### config.mk
export PLATFORM = sky130hd
export DESIGN_NAME = lock_rst_seq
export DESIGN_NICKNAME = d
export VERILOG_FILES = /design/src/rtl/lock_rst_seq_pkg.sv /design/src/rtl/lock_rst_seq_sync_bit.sv /design/src/rtl/lock_rst_seq.sv
export SDC_FILE = /design/constraint.sdc
export NUM_CORES = 1
export LEC_CHECK = 0
export BUFFER_PORTS_ARGS = -buffer_cell sky130_fd_sc_hd__clkbuf_2
export CAP_MARGIN = 20
export CORE_UTILIZATION = 40
export CTS_BUF_LIST = sky130_fd_sc_hd__clkbuf_16
export DETAILED_ROUTE_END_ITERATION = 7
export HOLD_SLACK_MARGIN = 0.15
export SLEW_MARGIN = 10
export SYNTH_ARGS = -nofsm -noshare
export SYNTH_HDL_FRONTEND = slang
export SYNTH_SLANG_ARGS = --single-unit
### constraint.sdc
create_clock -name CLK -period 1.9 [get_ports CLK]
set_input_delay 0.19 -clock CLK [delete_from_list [all_inputs] [get_ports CLK]]
set_output_delay 0.19 -clock CLK [all_outputs]
set_load 0.02 [all_outputs]
### src/rtl/lock_rst_seq_pkg.sv
// Shared types and constants for the PLL-lock reset sequencer and its helpers.
package lock_rst_seq_pkg;

    localparam int unsigned CNT_W  = 16;
    localparam int unsigned LOSS_W = 8;

    typedef enum logic [1:0] {
        WAIT_LOCK = 2'd0,
        FILTER    = 2'd1,
        HOLD      = 2'd2,
        RUN       = 2'd3
    } state_e;

    function automatic logic [LOSS_W-1:0] sat_inc(input logic [LOSS_W-1:0] v);
        return (v == '1) ? v : v + LOSS_W'(1);
    endfunction

endpackage

### src/rtl/lock_rst_seq_sync_bit.sv
// Multi-flop synchronizer for a single asynchronous bit; shared by clock-crossing blocks.
module sync_bit #(
    parameter int unsigned STAGES = 2
) (
    input  logic CLK,
    input  logic RESET,
    input  logic D,
    output logic Q
);

    logic [STAGES-1:0] chain_q;

    always_ff @(posedge CLK) begin
        if (RESET) begin
            chain_q <= '0;
        end else begin
            chain_q <= {chain_q[STAGES-2:0], D};
        end
    end

    assign Q = chain_q[STAGES-1];

endmodule

### src/rtl/lock_rst_seq.sv
// Holds downstream logic in reset until PLL lock has been stable for a filter window,
// then for a hold window; counts lock losses seen while running.
module lock_rst_seq
    import lock_rst_seq_pkg::*;
#(
    parameter int unsigned SYNC_STAGES   = 2,
    parameter int unsigned FILTER_CYCLES = 16,
    parameter int unsigned HOLD_CYCLES   = 64
) (
    input  logic              CLK,
    input  logic              RESET,
    input  logic              LOCK,
    input  logic              SOFT_RST_REQ,
    output logic              SYS_RESET,
    output logic              READY,
    output logic [LOSS_W-1:0] LOSS_CNT
);

    localparam logic [CNT_W-1:0] FILT_LAST = CNT_W'(FILTER_CYCLES - 1);
    localparam logic [CNT_W-1:0] HOLD_LAST = CNT_W'(HOLD_CYCLES - 1);

    logic              lock_s;
    state_e            state_q, state_d;
    logic [CNT_W-1:0]  cnt_q, cnt_d;
    logic [LOSS_W-1:0] loss_q, loss_d;
    logic              sys_reset_q;

    sync_bit #(
        .STAGES (SYNC_STAGES)
    ) u_lock_sync (
        .CLK   (CLK),
        .RESET (RESET),
        .D     (LOCK),
        .Q     (lock_s)
    );

    always_comb begin
        state_d = state_q;
        cnt_d   = cnt_q;
        loss_d  = loss_q;
        unique case (state_q)
            WAIT_LOCK: begin
                cnt_d = '0;
                if (lock_s) state_d = FILTER;
            end
            FILTER: begin
                if (!lock_s) begin
                    state_d = WAIT_LOCK;
                    cnt_d   = '0;
                end else if (cnt_q == FILT_LAST) begin
                    state_d = HOLD;
                    cnt_d   = '0;
                end else begin
                    cnt_d = cnt_q + CNT_W'(1);
                end
            end
            HOLD: begin
                // Lock loss wins over hold completion.
                if (!lock_s) begin
                    state_d = WAIT_LOCK;
                    cnt_d   = '0;
                end else if (cnt_q == HOLD_LAST) begin
                    state_d = RUN;
                    cnt_d   = '0;
                end else begin
                    cnt_d = cnt_q + CNT_W'(1);
                end
            end
            RUN: begin
                cnt_d = '0;
                if (!lock_s) begin
                    state_d = WAIT_LOCK;
                    loss_d  = sat_inc(loss_q);
                end else if (SOFT_RST_REQ) begin
                    state_d = HOLD;
                end
            end
            default: begin
                state_d = WAIT_LOCK;
                cnt_d   = '0;
            end
        endcase
    end

    always_ff @(posedge CLK) begin
        if (RESET) begin
            state_q     <= WAIT_LOCK;
            cnt_q       <= '0;
            loss_q      <= '0;
            sys_reset_q <= 1'b1;
        end else begin
            state_q     <= state_d;
            cnt_q       <= cnt_d;
            loss_q      <= loss_d;
            sys_reset_q <= (state_d != RUN);
        end
    end

    assign SYS_RESET = sys_reset_q;
    assign READY     = (state_q == RUN);
    assign LOSS_CNT  = loss_q;

endmodule

==> out/results.ini, run 1 <==
[synth]
yosysUniqueCellTypes = 42
yosys.area.top_type_share_pct = 43.1
syn_nets = 145
syn_area_per_cell_um2 = 9.69
yosys_register_bits = 29
ys_top_cells_by_area = dfxtp_1 (43%), xor2_1 (9.1%), a21oi_2 (5.8%), nand4_1 (3.7%), nor2_1 (2.2%)
async_reset_ff_share_pct = 0
synth_flop_cell = dfxtp_1
yosysWarnings = 0
ys_seq_area_share_pct = 43.1
synth.largest_area_cell = dfxtp_1
synth_edf_count = 0
synthCells = 139
netlist_area_um2 = 1350

[placement]
dpl.hpwl_um = 1800
portBuffers = 13
gp_congestion = 0.821

[setup_path]
cp-start-kind = flop
endpoint_kind = flop
timing.rr.start = cnt_q[0]$_SDFF_PP0_
crit_type = flop to flop
path_buf_inv = 1
cp_top_family = compound AO/OA/AOI/OAI gates
slowest_stage = a2111o_1
critPathRequiredTime_ns = 2.09
path_cells = ha_1, nand3_1, nor3_1, a2111o_1, buf_4, a22oi_1
cp-startpoint = cnt_q[0]$_SDFF_PP0_
arrival_ns = 1.88
reg2reg_slack_ns = 0.21
slowest_delay_ns = 0.44
worstPathMaxFanout = 16

[sta]
whs_ns = 0.186
max_slew_margin_pct = 71.8
finalSetupViolCount = 0
slew_violations = 0
fin_crit_sh_pct = 89.2
worst_slew_pin_slew_ns = 0.422
rsz0062_at_grt = false
hold_viol = 0
fmax_mhz = 590
skew_ns = 0.00365
tns_ns = 0
min_period_ns = 1.69

[floorplanning]
die_x_um = 60.0
coreArea_um2 = 3130
die_h_um = 60.0
rows = 20
start_util_pct = 43.1
ios = 14
die-area_um2 = 3600

[grt]
grt_max_degree = 17
antenna_found_initial = 0
grt_overflow_total = 0
grt_use_total_pct = 17.4
grt_pass1_wl_um = 4510
grt_pass1_vias = 994

[clocking]
path_clk_slew_ns = 0.05
numCtsBuffers = 5
cts_sinks = 29
clk_latency_ns = 0.27
clockBufferDepth = 2
clock-root-buffer = clkbuf_16
cts_setup_buffers = 0
htree_levels = 2
cts_tree = built
cts.repair.resized = 0

[layout]
areaGrowthSynthToFinish_pct = 19.2
nFillCells = 290
drive_gt1_share_pct = 21.9
regArea_um2 = 581
multi_input_comb_area_um2 = 728
fin_nets = 165
antenna_cells = 0

[power]
leakagePower_nw = 0.585
ir_drop_v = 0.000422
p_per_area_nw_per_um2 = 838
power_mw = 1.35

[route]
drtAntennaViolNets = 0
drcViolationCount = 0
finalWirelength_um = 2690
firstDrtPassIters = 4
routedWlPerCell_um = 13.2
via_count = 1085
drt_iter0_drc = 54
routed_via_density = 5.32

[worst_hold_path]
worstHoldPathType = input port to flop
worstHoldStart = SOFT_RST_REQ

[run_status]
status = completed

[flow_run]
cap_violations = 0

-- worst paths after layout --
path	to	cells after the start
setup / recovery	cnt_q[15]$_SDFF_PP0_	6
hold / removal	SYS_RESET$_SDFF_PP1_	3
setup reg to reg	cnt_q[15]$_SDFF_PP0_	6
hold reg to reg	SYS_RESET$_SDFF_PP1_	1
-- placed cells by master, fill, tap and decap left out, types with 2 or more instances in the layout --
cell type and count:
nand4_1 8, inv_1 2, xnor2_1 2, nand3_1 5
o21ai_0 5, ha_1 2, a21oi_2 9, nor4_1 2
clkbuf_16 5, or3_1 3, a21oi_1 5, nor2_1 8
xor2_1 14, mux2i_1 2, and3_1 4, clkinv_1 2
nand2_1 4, nor2b_1 2, and4_1 2, nor3b_1 2
and2_1 4, dfxtp_1 29, a22oi_1 2, a31oi_1 2
buf_4 3, clkbuf_2 13
-- cell type report --
| class | instances | area share (%) |
|---|---|---|
| Multi-Input combinational cell | 104 | 45.3 |
| Sequential cell | 29 | 36.1 |
| Clock buffer | 5 | 7.79 |
| Timing Repair Buffer | 17 | 6.07 |
| Tap cell | 44 | 3.43 |
| Clock inverter | 3 | 0.779 |
| Inverter | 2 | 0.467 |
-- repair_timing --
action | in CTS | in global routing
endpoints found under the hold margin | 1 | 0
hold buffers | 1 | 0
setup endpoints to repair | 0 | 0
-- stage by stage --
step | utilization (%) | std cells | cell area, µm² | setup WS [ns]
finish | 51.4 | 204 | 1610 | 0.206
CTS | 51.4 | 204 | 1610 | 0.199
global placement | 46.6 | 195 | 1460 | 0.274
global route | 51.4 | 204 | 1610 | 0.0404
floorplan | - | 139 | 1350 | 0.288
detailed placement | 46.6 | 195 | 1460 | 0.207
-- worst reg2reg max path, cell delays in order (launching register included) --
cell	delay, ns
dfxtp_1	0.33
ha_1	0.25
nand3_1	0.12
nor3_1	0.08
a2111o_1	0.44
buf_4	0.22
a22oi_1	0.18
-- power breakdown --
group | switching [mW] | internal (mW) | leakage, nW
Sequential | 0.00225 | 0.613 | 0.234
Clock | 0.246 | 0.471 | 0.0687
Combinational | 0.00732 | 0.00753 | 0.282
-- state kept, by name, summed over array words and instances (netlist names) --
register and count:
cnt_q 16, LOSS_CNT 8, state_q 2, u_lock_sync.chain_q 2
SYS_RESET 1
-- per-layer routing --
metal  routed length [µm]  GRT usage (%)
met3                  104           7.36
met4                   79           9.63
met5                    0              0
met2                 1170           23.3
met1                 1340           23.3
-- synth_stat cells (2+ instances only) --
master	count
ha_1	2
a21oi_2	9
buf_6	2
and2_1	4
nor4_1	2
xnor2_1	2
or3_1	3
and3_1	4
mux2i_1	2
inv_1	2
and4_1	2
a21oi_1	5
a31oi_1	2
nor2_1	8
nor3b_1	2
nand2_1	4
a22oi_1	2
nor2b_1	2
dfxtp_1	29
nand3_1	5
o21ai_0	5
xor2_1	14
nand4_1	8
-- kinds of logic (layout without fill, tap and decap cells) --
group | after synthesis | after routing | synth area share [%]
buf+inv | 6 | 27 | 2.88
flops | 29 | 29 | 43.1
fa+ha+maj | 2 | 2 | 1.86
mux | 2 | 2 | 1.49
simple gates | 52 | 52 | 23.2
xor+xnor | 16 | 16 | 10.4
compound gates | 32 | 32 | 17.1
(Power assumes the default switching activity.)
==> inputs of run 2 (changes only) <==
--- a/config.mk
+++ b/config.mk
@@ -7,7 +7,7 @@
 export LEC_CHECK = 0
 export BUFFER_PORTS_ARGS = -buffer_cell sky130_fd_sc_hd__clkbuf_2
 export CAP_MARGIN = 20
-export CORE_UTILIZATION = 40
+export CORE_UTILIZATION = 30
 export CTS_BUF_LIST = sky130_fd_sc_hd__clkbuf_16
 export DETAILED_ROUTE_END_ITERATION = 7
 export HOLD_SLACK_MARGIN = 0.15
==> constraint.sdc (replaced) <==
create_clock -name CLK -period 1.65 [get_ports CLK]
set_input_delay 0.165 -clock CLK [delete_from_list [all_inputs] [get_ports CLK]]
set_output_delay 0.165 -clock CLK [all_outputs]
set_load 0.02 [all_outputs]
==> run 2 against run 1 <==
  * Final cell count increased by 7.8%
  * Highest routed layer unchanged
  * Clock power is 20% higher
  * Sequential share of layout area shrank 2.4 points
  * Routed wire length grew 8.6%
  * Global-route usage decreased by 4.9 points
  * Worst setup slack lost 0.12 ns
  * Die area increased by 32%
  * Hold slack improved by 0.052 ns
  * First-iteration DRC count fell by 5.6%
==> out/results.ini, run 2 (synthesis gave the netlist of run 1 again) <==
[setup_path]
endpoint_kind = flop
cp-start-kind = flop
worstPathMaxFanout = 7
reg2reg_slack_ns = 0.09
crit_path_end = cnt_q[4]$_SDFF_PP0_
r2r-end = cnt_q[4]$_SDFF_PP0_
critPathRequiredTime_ns = 1.85
r2r_cells = 5
crit_type = flop to flop
timing.rr.start = cnt_q[6]$_SDFF_PP0_
cp-startpoint = cnt_q[6]$_SDFF_PP0_
arrival_ns = 1.76

[layout]
drive_gt1_share_pct = 28.6
postLayoutCellArea_um2 = 1720
fin_nets = 173
largest_reg_flops = 16
fin_cells = 220
antenna_cells = 0
layout_common_cells = dfxtp_1 (29), xor2_1 (14), clkbuf_2 (13)
top_register = cnt_q
areaGrowthSynthToFinish_pct = 27.6
fin_util_pct = 39.8
layout_commonest_cell = dfxtp_1
nFillCells = 432

[sta]
rsz0062_at_grt = false
worst_slew_pin_slew_ns = 0.427
skew_ns = 0.00697
max_slew_margin_pct = 71.2
slew_violations = 0
min_period_ns = 1.56
fmax_mhz = 639
tns_ns = 0
fin_crit_sh_pct = 94.8
hold_viol = 0
whs_ns = 0.239
finalSetupViolCount = 0

[clocking]
path_clk_slew_ns = 0.05
numCtsBuffers = 5
cts_sinks = 29
clockBufferDepth = 2
htree_levels = 2
clk_latency_ns = 0.28
clock-root-buffer = clkbuf_16
cts_tree = built

[placement]
dpl.hpwl_um = 2020
placed_area_um2 = 1530
gp_congestion = 0.792
dp_cells = 209
portBuffers = 13

[power]
p_per_area_nw_per_um2 = 925
seqPwrFrac_pct = 44.4
switching_share_pct = 20.4
p_clk_share_pct = 54.2
leakagePower_nw = 0.638
p_sw_mw = 0.324
power_frac_comb_pct = 1.3
internal-power_mw = 1.27
ir_drop_v = 0.000312

[floorplanning]
coreArea_um2 = 4320
rows = 24
die-area_um2 = 4760
die_x_um = 69.0
ios = 14
die_h_um = 69.0
start_util_pct = 31.2

[route]
drt_iter0_drc = 51
drcViolationCount = 0
drtAntennaViolNets = 0
finalWirelength_um = 2930
routedWlPerCell_um = 13.3
via_count = 1119
routed_via_density = 5.09
firstDrtPassIters = 4

[worst_hold_path]
worstHoldPathType = input port to flop
worstHoldPathCells = 3

[grt]
grt_use_total_pct = 12.5
grt_pass1_vias = 1129
grt_pass1_wl_um = 4750
grt_overflow_total = 0
antenna_found_initial = 0
grt_max_degree = 17

[run_status]
status = completed

[flow_run]
cap_violations = 0

[run 2: final cells by class]
cell class                 instances  area (µm²)  area share (%)
sequential                        29         581            33.8
clock buffer                       5         125            7.28
timing repair buffer              25         173            10.0
tap                               52        65.1            3.78
multi-input combinational        104         751            43.7
inverter                           2        7.51           0.437
clock inverter                     3        17.5            1.02
[run 2: metal layers]
| layer | global-route usage, % | vias to the layer above | routed length, µm |
|---|---|---|---|
| met5 | 0 | - | 0 |
| met3 | 2.63 | 5 | 50 |
| met2 | 21.1 | 12 | 1450 |
| met4 | 9.52 | 0 | 69 |
| met1 | 13.6 | 539 | 1360 |
| li1 | - | 563 | - |
[run 2: what timing repair did]
action / 4_1_cts / 5_1_grt
gates resized for setup: 0 / 4
setup endpoints to repair: 0 / 17
endpoints found under the hold margin: 2 / 0
buffers inserted: 0 / 1
hold buffers: 2 / 0
[run 2: metrics by stage]
step	total power, mW	worst slack [ns]
floorplan	0.730	0.0384
global placement	0.737	0.0753
detailed placement	0.738	0.0123
CTS	1.62	0.00597
global route	1.63	0.0106
finish	1.59	0.0853
[run 2: how the worst min path moves through the flow]
stage                      from                                end  slack [ns]
final                     RESET  u_lock_sync.chain_q[0]$_SDFF_PP0_        0.24
after global routing      RESET  u_lock_sync.chain_q[1]$_SDFF_PP0_        0.24
after CTS                 RESET  u_lock_sync.chain_q[0]$_SDFF_PP0_        0.23
after detailed placement   LOCK  u_lock_sync.chain_q[0]$_SDFF_PP0_        0.38
after global placement     LOCK  u_lock_sync.chain_q[0]$_SDFF_PP0_        0.37
after floorplan           RESET  u_lock_sync.chain_q[0]$_SDFF_PP0_        0.24
[run 2: power groups by stage]
stage                     combinational (mW)  sequential (mW)  clock [mW]
final                                 0.0210            0.707       0.863
after global routing                  0.0222            0.707       0.905
after CTS                             0.0206            0.707       0.889
after detailed placement              0.0168            0.721           0
after global placement                0.0164            0.721           0
after floorplan                      0.00961            0.720           0
[run 2: critical path, cell delays in order (launching register included)]
cell	delay (ns)
dfxtp_1	0.43
nor4_2	0.09
and3_1	0.19
a2111o_1	0.47
buf_4	0.19
a21oi_1	0.13
==> inputs of run 3 (changes only) <==
==> constraint.sdc (replaced) <==
create_clock -name CLK -period 1.65 [get_ports CLK]
set_input_delay 0.165 -clock CLK [delete_from_list [all_inputs] [get_ports CLK]]
set_output_delay 0.165 -clock CLK [all_outputs]
set_load 0.05 [all_outputs]
==> run 3 against run 2 <==
  * Power shrank 2.1%
  * Global-route usage shrank 1.1 points
  * Count of clock-buffer cells in the layout is the same
  * Hold slack lost 0.089 ns
  * Via count grew 0.36%
  * Critical path depth grew 1
  * Clock skew shrank 0.0044 ns
  * Clock power shrank 3.6%
  * Maximum frequency shrank 1.9%
==> out/results.ini, run 3 (synthesis gave the netlist of run 1 again) <==
[grt]
grt_use_total_pct = 11.4
grt_pass1_vias = 1098
grt_overflow_total = 0
antenna_found_initial = 0
grt_pass1_wl_um = 4570
grt_max_degree = 18

[clocking]
cts_tree = built
htree_levels = 2
cts_sinks = 29
cts_setup_buffers = 0
path_clk_slew_ns = 0.05
numCtsBuffers = 5
clock-root-buffer = clkbuf_16
clk_latency_ns = 0.27
clockBufferDepth = 2

[setup_path]
crit_type = flop to flop
slowest_delay_ns = 0.45
worstPathMaxFanout = 17
critPathRequiredTime_ns = 1.84
slowest_stage = a2111o_1
arrival_ns = 1.79
path_cells = ha_1, nand3_1, nor3_1, a2111o_1, buf_12, a22oi_1
r2r_cells = 6
r2r-end = cnt_q[15]$_SDFF_PP0_
endpoint_kind = flop
timing.rr.start = cnt_q[1]$_SDFF_PP0_
reg2reg_slack_ns = 0.06
cp-start-kind = flop

[layout]
fin_nets = 171
top_register = cnt_q
layout_common_cells = dfxtp_1 (24), xor2_1 (14), clkbuf_2 (13)
largest_reg_flops = 16
drive_gt1_share_pct = 30.1
fin_cells = 218
layout_commonest_cell = dfxtp_1
antenna_cells = 0
areaGrowthSynthToFinish_pct = 26.0
fin_util_pct = 39.3

[power]
power_mw = 1.56
p_per_area_nw_per_um2 = 918
ir_drop_v = 0.000372
leakagePower_nw = 0.635

[sta]
hold_viol = 0
worst_slew_pin_slew_ns = 0.298
slew_violations = 0
fmax_mhz = 627
rsz0062_at_grt = false
max_slew_margin_pct = 80.1
setup_ws_ns = 0.0556
min_period_ns = 1.59
fin_crit_sh_pct = 96.6
tns_ns = 0
skew_ns = 0.00260
finalSetupViolCount = 0

[route]
firstDrtPassIters = 4
drcViolationCount = 0
via_count = 1123
drtAntennaViolNets = 0
routed_via_density = 5.15
drt_iter0_drc = 76
routedWlPerCell_um = 12.0
finalWirelength_um = 2610

[floorplanning]
die_h_um = 69.0
coreArea_um2 = 4320
ios = 14
die_x_um = 69.0
rows = 24
die-area_um2 = 4760
start_util_pct = 31.2

[worst_hold_path]
worstHoldPathType = input port to flop
worstHoldPathCells = 3
holdPathEnd = SYS_RESET$_SDFF_PP1_
worstHoldStart = SOFT_RST_REQ

[placement]
gp_congestion = 0.810
portBuffers = 13
pre_cts_slack_ns = 0.0500
dpl.hpwl_um = 1930
dp_cells = 209

[flow_run]
cap_violations = 0

[run_status]
status = completed

run 3: how the worst max path moves through the flow:
| stage | depth (start not counted) | slack (ns) | to | from |
|---|---|---|---|---|
| after global routing | 5 | 0.0005 | LOSS_CNT[7]$_SDFFE_PP0P_ | LOSS_CNT[0]$_SDFFE_PP0P_ |
| after global placement | 6 | 0.11 | cnt_q[15]$_SDFF_PP0_ | cnt_q[0]$_SDFF_PP0_ |
| after floorplan | 5 | 0.08 | LOSS_CNT[1]$_SDFFE_PP0P_ | LOSS_CNT[0]$_SDFFE_PP0P_ |
| after detailed placement | 6 | 0.05 | cnt_q[13]$_SDFF_PP0_ | cnt_q[1]$_SDFF_PP0_ |
| final | 6 | 0.06 | cnt_q[15]$_SDFF_PP0_ | cnt_q[1]$_SDFF_PP0_ |
| after CTS | 6 | 0.05 | cnt_q[15]$_SDFF_PP0_ | cnt_q[1]$_SDFF_PP0_ |
run 3: area by class of cell:
type	instances	area (µm²)
clock buffer	5	125
clock inverter	3	13.8
fill	423	2630
inverter	2	7.51
multi-input combinational	104	744
sequential	29	587
tap	52	65.1
timing repair buffer	23	155
run 3: power by group:
part | total [mW] | switching, mW | leakage, nW | internal [mW]
Sequential | 0.707 | 0.00211 | 0.237 | 0.705
Clock | 0.832 | 0.287 | 0.0748 | 0.544
Combinational | 0.0188 | 0.00826 | 0.323 | 0.0105
run 3: through the flow:
step	hold slack, ns	instance area (µm²)
global route	0.165	1700
finish	0.149	1700
CTS	0.153	1680
floorplan	0.237	1350
global placement	0.374	1530
detailed placement	0.382	1530
run 3: what timing repair did:
item,CTS,global route
setup endpoints to repair,0,18
endpoints found under the hold margin,1,0
hold buffers,1,0
gates resized for setup,0,4
run 3: worst max-delay path, delay by kind of cell (launching register included):
family	cells	cell delay [ns]
buffers and inverters	1	0.17
and+or+nand+nor	2	0.19
AOI/OAI and AO/OA	2	0.61
DFF	1	0.32
adders and majority gates	1	0.22
run 3: routing by layer:
| layer | wire length [µm] | GRT usage (%) | vias up |
|---|---|---|---|
| met5 | 0 | 0 | - |
| met4 | 30 | 4.54 | 0 |
| met3 | 65 | 2.78 | 6 |
| met2 | 1310 | 19.0 | 11 |
| met1 | 1200 | 13.9 | 539 |
| li1 | - | - | 567 |
